**src/rtl/countdown_pkg.sv**
```systemverilog
// ============================================================================
// countdown_pkg : shared width and controller state encoding for countdown_ctrl
// Revision      : 1.0
// ============================================================================
`default_nettype none

package countdown_pkg;

    localparam int WIDTH = 4;

    typedef enum logic {
        ST_IDLE = 1'b0,
        ST_RUN  = 1'b1
    } state_t;

endpackage : countdown_pkg

`default_nettype wire

```
**src/rtl/decrementer.sv**
```systemverilog
// ============================================================================
// decrementer : combinational ripple-borrow X - 1; Co[i] is the borrow out of
//               bit i, so Co[WIDTH-1] flags an underflow from zero.
// Revision    : 1.0
// ============================================================================
`default_nettype none

module decrementer #(
    parameter int WIDTH = 4
) (
    input  logic [WIDTH-1:0] X,
    output logic [WIDTH-1:0] S,
    output logic [WIDTH-1:0] Co
);

    assign S[0]  = ~X[0];
    assign Co[0] = ~X[0];

    generate
        for (genvar i = 1; i < WIDTH; i++) begin : g_bit
            assign S[i]  = X[i] ^ Co[i-1];
            assign Co[i] = ~X[i] & Co[i-1];
        end
    endgenerate

endmodule : decrementer

`default_nettype wire

```
**src/rtl/countdown_ctrl.sv**
```systemverilog
// ============================================================================
// countdown_ctrl : loadable start/hold countdown timer built around the
//                  decrementer, with one-shot and auto-reload modes.
// Revision       : 1.0
// ============================================================================
`default_nettype none

module countdown_ctrl
    import countdown_pkg::*;
#(
    parameter int WIDTH = countdown_pkg::WIDTH
) (
    input  logic             clk,
    input  logic             rst_n,
    input  logic             Load,
    input  logic [WIDTH-1:0] D,
    input  logic             Start,
    input  logic             Hold,
    input  logic             Abort,
    input  logic             Mode,
    output logic [WIDTH-1:0] Q,
    output logic             Busy,
    output logic             Done,
    output logic             Zero
);

    logic [WIDTH-1:0] r_q;
    logic [WIDTH-1:0] r_r;
    state_t           r_state;
    logic             r_done;

    logic [WIDTH-1:0] w_q_nxt;
    logic [WIDTH-1:0] w_r_nxt;
    state_t           w_state_nxt;
    logic             w_done_nxt;
    logic [WIDTH-1:0] w_s;
    logic [WIDTH-1:0] w_co;
    logic             w_zero;

    decrementer #(
        .WIDTH (WIDTH)
    ) u_dec (
        .X  (r_q),
        .S  (w_s),
        .Co (w_co)
    );

    // Every borrow set means every bit of Q is zero.
    assign w_zero = &w_co;

    always_ff @(posedge clk or negedge rst_n) begin
        if (!rst_n) begin
            r_q     <= '0;
            r_r     <= '0;
            r_state <= ST_IDLE;
            r_done  <= 1'b0;
        end else begin
            r_q     <= w_q_nxt;
            r_r     <= w_r_nxt;
            r_state <= w_state_nxt;
            r_done  <= w_done_nxt;
        end
    end

    always_comb begin
        w_q_nxt     = r_q;
        w_r_nxt     = r_r;
        w_state_nxt = r_state;
        w_done_nxt  = 1'b0;
        if (Load) begin
            w_q_nxt     = D;
            w_r_nxt     = D;
            w_state_nxt = ST_IDLE;
        end else if (Abort && (r_state == ST_RUN)) begin
            w_state_nxt = ST_IDLE;
        end else if (r_state == ST_IDLE) begin
            if (Start) begin
                if (w_zero) begin
                    w_done_nxt = 1'b1;
                end else begin
                    w_state_nxt = ST_RUN;
                end
            end
        end else if (!Hold && !w_co[WIDTH-1]) begin
            // S == 0 means Q == 1: this is the terminal edge.
            if (w_s != '0) begin
                w_q_nxt = w_s;
            end else begin
                w_done_nxt = 1'b1;
                if (Mode && (r_r != '0)) begin
                    w_q_nxt = r_r;
                end else begin
                    w_q_nxt     = '0;
                    w_state_nxt = ST_IDLE;
                end
            end
        end
    end

    assign Q    = r_q;
    assign Busy = (r_state == ST_RUN);
    assign Done = r_done;
    assign Zero = w_zero;

endmodule : countdown_ctrl

`default_nettype wire

```
**config.mk**
```make
export PLATFORM = sky130hd
export DESIGN_NAME = countdown_ctrl
export DESIGN_NICKNAME = d
export VERILOG_FILES = /design/src/rtl/countdown_pkg.sv /design/src/rtl/decrementer.sv /design/src/rtl/countdown_ctrl.sv
export SDC_FILE = /design/constraint.sdc
export NUM_CORES = 1
export LEC_CHECK = 0
export CORE_MARGIN = 2
export CORE_UTILIZATION = 44
export DETAILED_ROUTE_END_ITERATION = 6
export PLACE_DENSITY = 0.88
export SYNTH_ARGS = -nofsm -noshare
export SYNTH_HDL_FRONTEND = slang
export SYNTH_HIERARCHICAL = 1
export SYNTH_SLANG_ARGS = --single-unit
export TNS_END_PERCENT = 1
```
**constraint.sdc**
```tcl
create_clock -name clk -period 2.1 [get_ports clk]
set_input_delay 0.315 -clock clk [delete_from_list [all_inputs] [get_ports clk]]
set_output_delay 0.315 -clock clk [all_outputs]
set_load 0.03 [all_outputs]
```
==> run metrics <==
outcome complete, no violations; chip height roughly 41 µm; final setup vio count 0; Critical Path AT about 1.7 ns; vias in the first global route about 470; Final HPWL DP 1.01 mm; CTS Buf Count 3; Least-Margin Pin Slew slightly below 0.5 ns; wire length per cell 15.0 µm; simple-gate area share of the yosys netlist 0.190; Setup crit end Zero; Die ar. between 0.0015 and 0.002 mm²; Syn Inst Count between 60 and 70; relative slew slack 0.677; Fmax between 500 and 600 MHz; Detailed Route WL approximately 1.5 mm; Post-Synth Adder-Cell Area 0.0633; Residual DRC 0; number of cells on the worst reg-to-reg path 7; worst path cell trace inv_2 > ha_2 > ha_4 > ha_4 > buf_4 > and4_4 > buf_6; Yosys reg bits 10; Clock Skew roughly 0.0025 ns; mux share of post-synthesis cell area 0; r2r startpoint Q[0]; Setup WS pre-CTS about 0.023 ns; initial antenna violation count 0; ANT nets after route 0; CTS root buf clkbuf_4; grt ovf 0; DR iter-0 viols 8; Sw Share 0.324; first-pass GRT wire length 2.06 mm; clock tree buffer depth 2; setup repair bufs after CTS 0; Syn. warnings 6; top cell type's share of synthesized area 0.422; Hold Vio Cnt, Final 0; crit-path leading delay family adder cells; Nets approximately 100; setup slack of the most critical reg-to-reg path between 0.1 and 0.15 ns; crit share post-route 0.949; clk sinks 10; synthesized area roughly 590 µm²; CP Launch Type flip-flop; reg2reg end Q[3]; internal power between 0.3 and 0.4 mW; main combinational cell family by area after synthesis compound AO/OA/AOI/OAI gates; Clock power frac 0.297; part of the power in registers 0.388; pin count of the biggest net entering global routing 15; ranking of synthesized cells by area dfrtp_1, inv_1, ha_1; fillcell total ~110; Peak supply drop around 0.56 mV; worst-path cell with the longest stage delay dfrtp_2; combinational power share 0.315; worst setup margin about 0.11 ns; Chip Width 40.7 µm; CP required about 1.8 ns; DRT Pass-1 Iters 4; Synth Area per Inst ~9.0 µm²; worst-path fanout max 3; Pwr per Cell Area 643 mW/mm²; worst hold slack around 0.38 ns; boundary pin count 18; most frequent CP cell ha_4; Crit path depth 7; Unique masters post-synth 21; FP Rows 13; max-slew violations 0; global-route usage over all layers 0.195; gpl congestion roughly 0.83; CTS tree yes; layout cell share with drive strength beyond 1 0.273; H-tree depth 1; top cell type by total area after synthesis dfrtp_1; Clk Latency, worst-skew pair approximately 0.26 ns; IO buf count 17; XOR/XNOR Fraction of Synth Area 0; CP endpoint kind output pin; Initial Util 0.462; Max stage delay on crit path around 0.42 ns; sequential cell area about 250 µm²; syn_nets 80; Multi-input gate area around 340 µm²; Setup CP Type reg -> out; compound-gate portion of the synthesized area 0.192; area grow syn2layout 52.3%; Via density between 5 and 6; max cap viols 0; Pleak roughly 0.4 nW; core area 0.00128 mm²; Crit. Startpoint Q[0]; worst hold path type in -> async; WP buf/inv 3; Reg clk slew, reported paths ~0.070 ns; sequential share of the synthesized area 0.422; Via Count 559; RSZ-0062 raised after global routing no; minimum clock period between 1.5 and 2 ns; sw power approximately 0.19 mW; number of antenna diodes 0
## worst min path at each step
stage / to / slack [ns]
2_1_floorplan: Busy / 0.02
3_3_place_gp: r_r[1] / 0.53
3_5_place_dp: r_r[1] / 0.54
4_1_cts: Busy / 0.38
5_1_grt: Q[3] / 0.41
6_report: Busy / 0.38
## logic make-up (layout without fill, tap and decap cells)
logic type | count (synthesis) | in the layout
AOI/OAI and AO/OA | 16 | 16
adders and majority gates | 3 | 3
buffers and inverters | 18 | 40
DFF | 10 | 10
and+or+nand+nor | 19 | 19
## through the flow
step | total power [mW] | area (µm²) | TNS, ns | util | cells
2_1_floorplan | 0.312 | 596 | -0.0554 | - | 66
3_3_place_gp | 0.369 | 786 | 0 | 0.611 | 99
3_5_place_dp | 0.376 | 786 | 0 | 0.611 | 99
4_1_cts | 0.548 | 822 | 0 | 0.640 | 103
5_1_grt | 0.618 | 903 | 0 | 0.703 | 103
6_report | 0.581 | 903 | 0 | 0.703 | 103
## cells in the final DEF (no fill, tap or decap), types with 2 or more instances in the layout
| cell type | count |
|---|---|
| o31ai_1 | 3 |
| ha_4 | 2 |
| inv_1 | 15 |
| dfrtp_1 | 8 |
| dfrtp_2 | 2 |
| o21ai_0 | 4 |
| clkbuf_4 | 3 |
| a21oi_1 | 2 |
| buf_4 | 3 |
| clkdlybuf4s50_1 | 16 |
| a311oi_2 | 4 |
| nand2_1 | 5 |
| nor2_1 | 5 |
## cell usage after synthesis
| library cell | n |
|---|---|
| a21oi_1 | 2 |
| a311o_1 | 1 |
| a311oi_1 | 4 |
| and2b_1 | 1 |
| and4_1 | 1 |
| buf_4 | 1 |
| buf_6 | 1 |
| dfrtp_1 | 10 |
| ha_1 | 3 |
| inv_1 | 16 |
| nand2_1 | 5 |
| nand2b_1 | 1 |
| nand4b_1 | 1 |
| nor2_1 | 5 |
| nor3b_1 | 2 |
| nor4_1 | 1 |
| nor4b_1 | 1 |
| o21ai_0 | 4 |
| o31ai_1 | 4 |
| o41ai_1 | 1 |
| or4b_4 | 1 |
## final cells by class
class                           count  area share
Inverter                           16      0.0665
Clock buffer                        4      0.0402
Timing Repair Buffer               20       0.215
Multi-Input combinational cell     38       0.378
Tap cell                           15      0.0208
Sequential cell                    10       0.280
## sequential cells by signal (all words and copies together) (netlist names)
signal  flops
Q           4
r_r         4
Busy        1
Done        1
## worst register-to-register path, stage by stage, from the launching register on
cell      delay (ns)
dfrtp_2         0.38
inv_2           0.04
ha_2            0.19
ha_4            0.17
ha_4            0.15
or4b_4          0.58
a311oi_2        0.23
o31ai_1         0.11
## power by group through the flow
| stage | combinational [mW] | clock [mW] | sequential (mW) |
|---|---|---|---|
| after global placement | 0.143 | 0 | 0.226 |
| final | 0.183 | 0.173 | 0.225 |
| after global routing | 0.202 | 0.188 | 0.228 |
| after floorplan | 0.0690 | 0 | 0.244 |
| after CTS | 0.150 | 0.176 | 0.223 |
| after detailed placement | 0.149 | 0 | 0.227 |
## per-layer routing
layer	routed length, µm	track usage
met2	784	0.298
met3	60	0.0543
met1	678	0.260
met4	22	0.0750
met5	0	0
## timing repair
| action | 4_1_cts | 5_1_grt |
|---|---|---|
| hold buffers | 0 | 0 |
| gates resized for setup | 0 | 16 |
| endpoints found under the setup margin | 0 | 6 |
Note: power is estimated with default switching activity, not from simulation.
